$ cat config.mk
export PLATFORM = sky130hd
export DESIGN_NAME = byte_frame_serializer
export DESIGN_NICKNAME = d
export VERILOG_FILES = /design/src/rtl/byte_frame_pkg.sv /design/src/rtl/byte_frame_serializer_fifo.sv /design/src/rtl/byte_frame_serializer.sv
export SDC_FILE = /design/constraint.sdc
export NUM_CORES = 1
export LEC_CHECK = 0
export ABC_AREA = 1
export CAP_MARGIN = 20
export CELL_PAD_IN_SITES_DETAIL_PLACEMENT = 1
export CELL_PAD_IN_SITES_GLOBAL_PLACEMENT = 2
export CORE_ASPECT_RATIO = 0.9
export CORE_MARGIN = 10
export CORE_UTILIZATION = 40
export DETAILED_ROUTE_END_ITERATION = 6
export GPL_TIMING_DRIVEN = 1
export PLACE_DENSITY_LB_ADDON = 0.25
export SYNTH_ARGS = -nofsm -noshare
export SYNTH_HDL_FRONTEND = slang
export SYNTH_HIERARCHICAL = 1
export SYNTH_SLANG_ARGS = --single-unit
$ cat constraint.sdc
create_clock -name clk -period 3.2 [get_ports clk]
set_input_delay 0.32 -clock clk [delete_from_list [all_inputs] [get_ports clk]]
set_output_delay 0.32 -clock clk [all_outputs]
set_load 0.01 [all_outputs]
$ cat src/rtl/byte_frame_pkg.sv
// Shared types and constants for the byte frame serializer.
package byte_frame_pkg;

    typedef enum logic [1:0] {
        IDLE,
        START,
        DATA,
        STOP
    } ser_state_t;

    localparam int         FRAME_BITS  = 10;
    localparam logic       START_LEVEL = 1'b0;
    localparam logic       STOP_LEVEL  = 1'b1;
    localparam logic       IDLE_LEVEL  = 1'b1;
    localparam logic [7:0] DROP_MAX    = 8'hFF;

endpackage

$ cat src/rtl/byte_frame_serializer_fifo.sv
// Circular-buffer FIFO with a combinational head and occupancy-based flags.
module byte_fifo #(
    parameter int DEPTH = 4,
    parameter int WIDTH = 8
) (
    input  logic             clk,
    input  logic             rst,
    input  logic             push,
    input  logic [WIDTH-1:0] din,
    input  logic             pop,
    output logic [WIDTH-1:0] dout,
    output logic             full,
    output logic             empty
);

    localparam int AW = $clog2(DEPTH);

    logic [WIDTH-1:0] mem [DEPTH];
    logic [AW-1:0]    wr_ptr;
    logic [AW-1:0]    rd_ptr;
    logic [AW:0]      count;

    // Pointers wrap naturally at DEPTH; count tracks occupancy.
    always_ff @(posedge clk or posedge rst) begin
        if (rst) begin
            wr_ptr <= '0;
            rd_ptr <= '0;
            count  <= '0;
        end else begin
            if (push) wr_ptr <= wr_ptr + 1'b1;
            if (pop)  rd_ptr <= rd_ptr + 1'b1;
            case ({push, pop})
                2'b10:   count <= count + 1'b1;
                2'b01:   count <= count - 1'b1;
                default: count <= count;
            endcase
        end
    end

    // Storage array; contents are don't-care while the entry is empty.
    always_ff @(posedge clk) begin
        if (push) mem[wr_ptr] <= din;
    end

    assign dout  = mem[rd_ptr];
    assign full  = (count == (AW+1)'(DEPTH));
    assign empty = (count == '0);

endmodule

$ cat src/rtl/byte_frame_serializer.sv
// Buffers upstream bytes and sends each as start + 8 data (LSB first) + stop.
module byte_frame_serializer
    import byte_frame_pkg::*;
#(
    parameter int DEPTH      = 4,
    parameter int BIT_CYCLES = 4
) (
    input  logic       clk,
    input  logic       rst,
    input  logic [7:0] __in0,
    input  logic       __in1,
    output logic       __out0,
    output logic       __out1,
    output logic [7:0] __out2,
    output logic       __out3
);

    localparam int              CW       = (BIT_CYCLES > 1) ? $clog2(BIT_CYCLES) : 1;
    localparam logic [CW-1:0]   CYC_LOAD = CW'(BIT_CYCLES - 1);
    localparam logic [2:0]      LAST_BIT = 3'(FRAME_BITS - 3);

    ser_state_t    state;
    logic [7:0]    shift;
    logic [2:0]    bit_cnt;
    logic [CW-1:0] cyc_cnt;
    logic [7:0]    drop_cnt;
    logic          line;

    logic       fifo_full;
    logic       fifo_empty;
    logic [7:0] fifo_dout;
    logic       push;
    logic       pop;
    logic       bit_done;

    assign __out1   = ~fifo_full;
    assign push     = __in1 & __out1;
    assign bit_done = (cyc_cnt == '0);
    // The head is taken either from idle or at the last stop cycle, so frames abut.
    assign pop      = ~fifo_empty & ((state == IDLE) | ((state == STOP) & bit_done));

    byte_fifo #(
        .DEPTH (DEPTH),
        .WIDTH (8)
    ) u_fifo (
        .clk   (clk),
        .rst   (rst),
        .push  (push),
        .din   (__in0),
        .pop   (pop),
        .dout  (fifo_dout),
        .full  (fifo_full),
        .empty (fifo_empty)
    );

    // Count rejected offers, holding at the maximum instead of wrapping.
    always_ff @(posedge clk or posedge rst) begin
        if (rst) begin
            drop_cnt <= '0;
        end else if (__in1 && !__out1 && drop_cnt != DROP_MAX) begin
            drop_cnt <= drop_cnt + 8'd1;
        end
    end

    // Frame sequencer; the line level is registered one step ahead of each bit.
    always_ff @(posedge clk or posedge rst) begin
        if (rst) begin
            state   <= IDLE;
            shift   <= '0;
            bit_cnt <= '0;
            cyc_cnt <= '0;
            line    <= IDLE_LEVEL;
        end else begin
            case (state)
                IDLE: begin
                    line <= IDLE_LEVEL;
                    if (pop) begin
                        shift   <= fifo_dout;
                        bit_cnt <= '0;
                        cyc_cnt <= CYC_LOAD;
                        line    <= START_LEVEL;
                        state   <= START;
                    end
                end
                START: begin
                    if (bit_done) begin
                        cyc_cnt <= CYC_LOAD;
                        line    <= shift[0];
                        state   <= DATA;
                    end else begin
                        cyc_cnt <= cyc_cnt - 1'b1;
                    end
                end
                DATA: begin
                    if (bit_done) begin
                        cyc_cnt <= CYC_LOAD;
                        if (bit_cnt == LAST_BIT) begin
                            line  <= STOP_LEVEL;
                            state <= STOP;
                        end else begin
                            shift   <= {1'b0, shift[7:1]};
                            bit_cnt <= bit_cnt + 3'd1;
                            line    <= shift[1];
                        end
                    end else begin
                        cyc_cnt <= cyc_cnt - 1'b1;
                    end
                end
                STOP: begin
                    if (bit_done) begin
                        if (pop) begin
                            shift   <= fifo_dout;
                            bit_cnt <= '0;
                            cyc_cnt <= CYC_LOAD;
                            line    <= START_LEVEL;
                            state   <= START;
                        end else begin
                            line  <= IDLE_LEVEL;
                            state <= IDLE;
                        end
                    end else begin
                        cyc_cnt <= cyc_cnt - 1'b1;
                    end
                end
                default: begin
                    line  <= IDLE_LEVEL;
                    state <= IDLE;
                end
            endcase
        end
    end

    assign __out0 = line;
    assign __out2 = drop_cnt;
    assign __out3 = (state != IDLE) | ~fifo_empty;

endmodule

==> metrics.md <==
| Metric | Value |
|---|---|
| Status | finished, final reports clean |
| Crit-path max FO | 6 |
| RSZ-0062 raised after global routing | no |
| Final Critical Period | approximately 2.2 ns |
| Worst R2R End | u_fifo/count[2]$_DFFE_PP0P_ |
| Reg2reg setup slack | approximately 1 ns |
| Register area share after synthesis | 0.536 |
| EDFF count, synth | 32 |
| Fin. max-slew vios | 0 |
| Routed wire length per instance | between 10 and 15 um |
| Global route overflow | 0 |
| Post-synth ARST share | 0.492 |
| Setup_tns | 0 ns |
| Endpoints failing setup | 0 |
| Final WL | just under 7 mm |
| Area grow syn2layout | 14.7% |
| Placement Cell Area | 3490 um2 |
| Resize count post-CTS | 0 |
| Via count | 2300 |
| Synthesized area per cell | approximately 9.4 um2 |
| DRT iter0 DRCs | 97 |
| VDD IR max | between 0.3 and 0.4 mV |
| Pre-CTS WS | around 0.99 ns |
| Die height | roughly 110 um |
| Worst-Margin Slew | 1.01 ns |
| Synth unique cells | 29 |
| Fin nets | approximately 400 |
| Main synth FF type | edfxtp_1 |
| Hold Path Class | input port to async pin |
| LEAKAGE | 1.75 nW |
| Final WS setup | about 1 ns |
| CTS buffer count | 9 |
| YS warnings | 6 |
| Post-Place Cells | about 460 |
| R2R cell count | 13 |
| Clk slew on worst S/H paths | approximately 0.080 ns |
| Flops & latches, synth | 63 |
| Synthesized area | 3240 um2 |
| CTS tree | yes |
| Hold WS | about 0.19 ns |
| Number of max-cap violations | 0 |
| Die ar. | 12100 um2 |
| Mapped Nets | ~370 |
| Critical Path Start Type | register |
| Worst Path Arrival | around 2.5 ns |
| Htree depth | 3 |
| Setup crit end kind | register |
| ANT cells | 0 |
| CP peak stage delay | approximately 0.4 ns |
| CTS root buf | clkbuf_8 |
| Fin crit share | 0.688 |
| Max clock buf depth | 2 |
| Antenna violations before repair | 0 |
| Core area | 7990 um2 |
| Starting Density | 0.406 |
| Worst endpoint required time | between 3 and 4 ns |
| Total setup buffers inserted after CTS | 0 |
| Cell Rows | 31 |
| Power Density | around 970 nW/um2 |
| TritonRoute pass-1 iters | 4 |
| Fmax | approximately 450 MHz |
| Final hold vios | 0 |
| Global-route wire length before repair | between 10 and 15 mm |
| Gr usage total | 0.124 |
| Vias per cell | just under 5 |
| Worst slew margin | 0.325 |
| Worst skew pair latency | between 0.3 and 0.4 ns |
| Post-DP HPWL | 4.97 mm |
| Cells along the critical path | inv_1 -> ha_1 -> nand2_2 -> nand2_2 -> nand2_2 -> inv_1 -> ha_1 -> inv_1 -> fa_1 -> nand2_1 -> nand3_1 -> nand2_1 -> nand2_1 |
| DR DRC count | 0 |
| CP max stage cell | dfrtp_1 |
| Finished Layout Cells | 474 |
| Cells after Synth | about 350 |
| GP Congestion | roughly 0.76 |
| Share of cells above drive strength 1 | 0.101 |
| Crit Path Category | register to register |
| I/O Buffers | 21 |
| Vias in the first global route | around 2500 |
| TritonCTS sink count | 63 |
| Layout Skew | about 0.011 ns |
| Pin count of the biggest net entering global routing | 35 |
| Die W | 115 um |
| Post-CTS Hold Fix Bufs | 0 |
| Final Instance Area | about 3700 um2 |
| R2r startpoint | cyc_cnt[0]$_DFF_PP0_ |
| Ports | 22 |
| Post-route ant nets | 0 |
## worst max-delay path by stage
| stage | startpoint | depth (start not counted) | end |
|---|---|---|---|
| 5_1_grt | cyc_cnt[0]$_DFF_PP0_ | 13 | u_fifo/count[2]$_DFFE_PP0P_ |
| 2_1_floorplan | cyc_cnt[0]$_DFF_PP0_ | 13 | u_fifo/count[2]$_DFFE_PP0P_ |
| 6_report | cyc_cnt[0]$_DFF_PP0_ | 13 | u_fifo/count[2]$_DFFE_PP0P_ |
| 3_3_place_gp | __in1 | 8 | u_fifo/count[1]$_DFFE_PP0P_ |
| 4_1_cts | u_fifo/count[0]$_DFFE_PP0P_ | 3 | __out3 |
| 3_5_place_dp | __in1 | 8 | u_fifo/count[1]$_DFFE_PP0P_ |
## critical path: cells and delay by family (launching register included)
family                     cells  cell delay, ns
adders and majority gates      3            0.83
DFF                            1            0.40
and+or+nand+nor                7            0.52
buffers and inverters          3            0.35
## synthesized netlist by cell type (2+ instances only)
library cell	number	share of area
buf_2	2	0.0031
nand4_1	12	0.023
nand3b_1	2	0.0046
o211ai_1	16	0.037
nand2_2	8	0.015
edfxtp_1	32	0.30
nand3_1	13	0.020
nor3_1	3	0.0046
inv_2	6	0.0069
xnor2_1	3	0.0081
inv_1	48	0.056
o21ai_0	9	0.014
xor2_1	4	0.011
buf_6	7	0.024
nand3_4	2	0.011
ha_1	15	0.058
nor2_1	8	0.0093
nand2_1	115	0.13
dfrtp_1	30	0.23
o21ai_1	2	0.0031
## sequential cells by signal, summed over array words and instances, names as in the netlist
register	flops
__out0	1
u_fifo/wr_ptr	2
u_fifo/count	3
u_fifo/rd_ptr	2
cyc_cnt	2
u_fifo/mem	32
__out2	8
shift	8
state	2
bit_cnt	3
## area by class of cell
type                       instances  area, um2
inverter                          56        220
clock buffer                       9        124
sequential                        63       1740
tap                               99        124
fill                             931       4270
multi-input combinational        218       1200
clock inverter                     7       81.3
timing repair buffer              22        238
## per-layer routing
layer  GRT usage  vias to the layer above  wire length (um)
li1            -                     1170                 -
met1       0.161                     1097              3270
met2       0.183                       26              3190
met3      0.0516                        7               302
met4      0.0371                        0                61
met5           0                        -                 0
## cells in the final DEF (no fill, tap or decap), types with 2 or more instances in the layout
cell type / Yosys / layout
nand3b_1: 2 / 2
clkinv_4: 0 / 3
clkdlybuf4s50_1: 0 / 21
nor2_1: 8 / 8
nand4_1: 12 / 12
nand3_4: 2 / 2
xor2_1: 4 / 4
ha_1: 15 / 15
o21ai_0: 9 / 9
nand2_2: 8 / 8
dfrtp_1: 30 / 30
nor3_1: 3 / 3
inv_6: 0 / 2
nand2_1: 115 / 115
xnor2_1: 3 / 3
inv_2: 6 / 6
clkbuf_8: 0 / 9
edfxtp_1: 32 / 32
o21ai_1: 2 / 2
inv_1: 48 / 48
o211ai_1: 16 / 16
nand3_1: 13 / 13
## where the power goes
group	switching, W	internal, W
clock network	0.000338	0.000368
logic	0.000979	0.000578
registers	0.000229	0.00112
## cells by family after synthesis
group,count (synthesis),synth area share
AO/OA/AOI/OAI,30,0.0598
XOR/XNOR,7,0.0189
adder cells (fa/ha/maj),16,0.0640
buffers and inverters,65,0.0953
flip-flops,63,0.536
AND/OR/NAND/NOR,165,0.226
## through the flow
step | util | power, W
floorplan | - | 0.00259
global placement | 0.437 | 0.00291
detailed placement | 0.437 | 0.00296
CTS | 0.462 | 0.00368
global route | 0.466 | 0.00398
finish | 0.466 | 0.00362
Power figures use the tool's default switching activity.
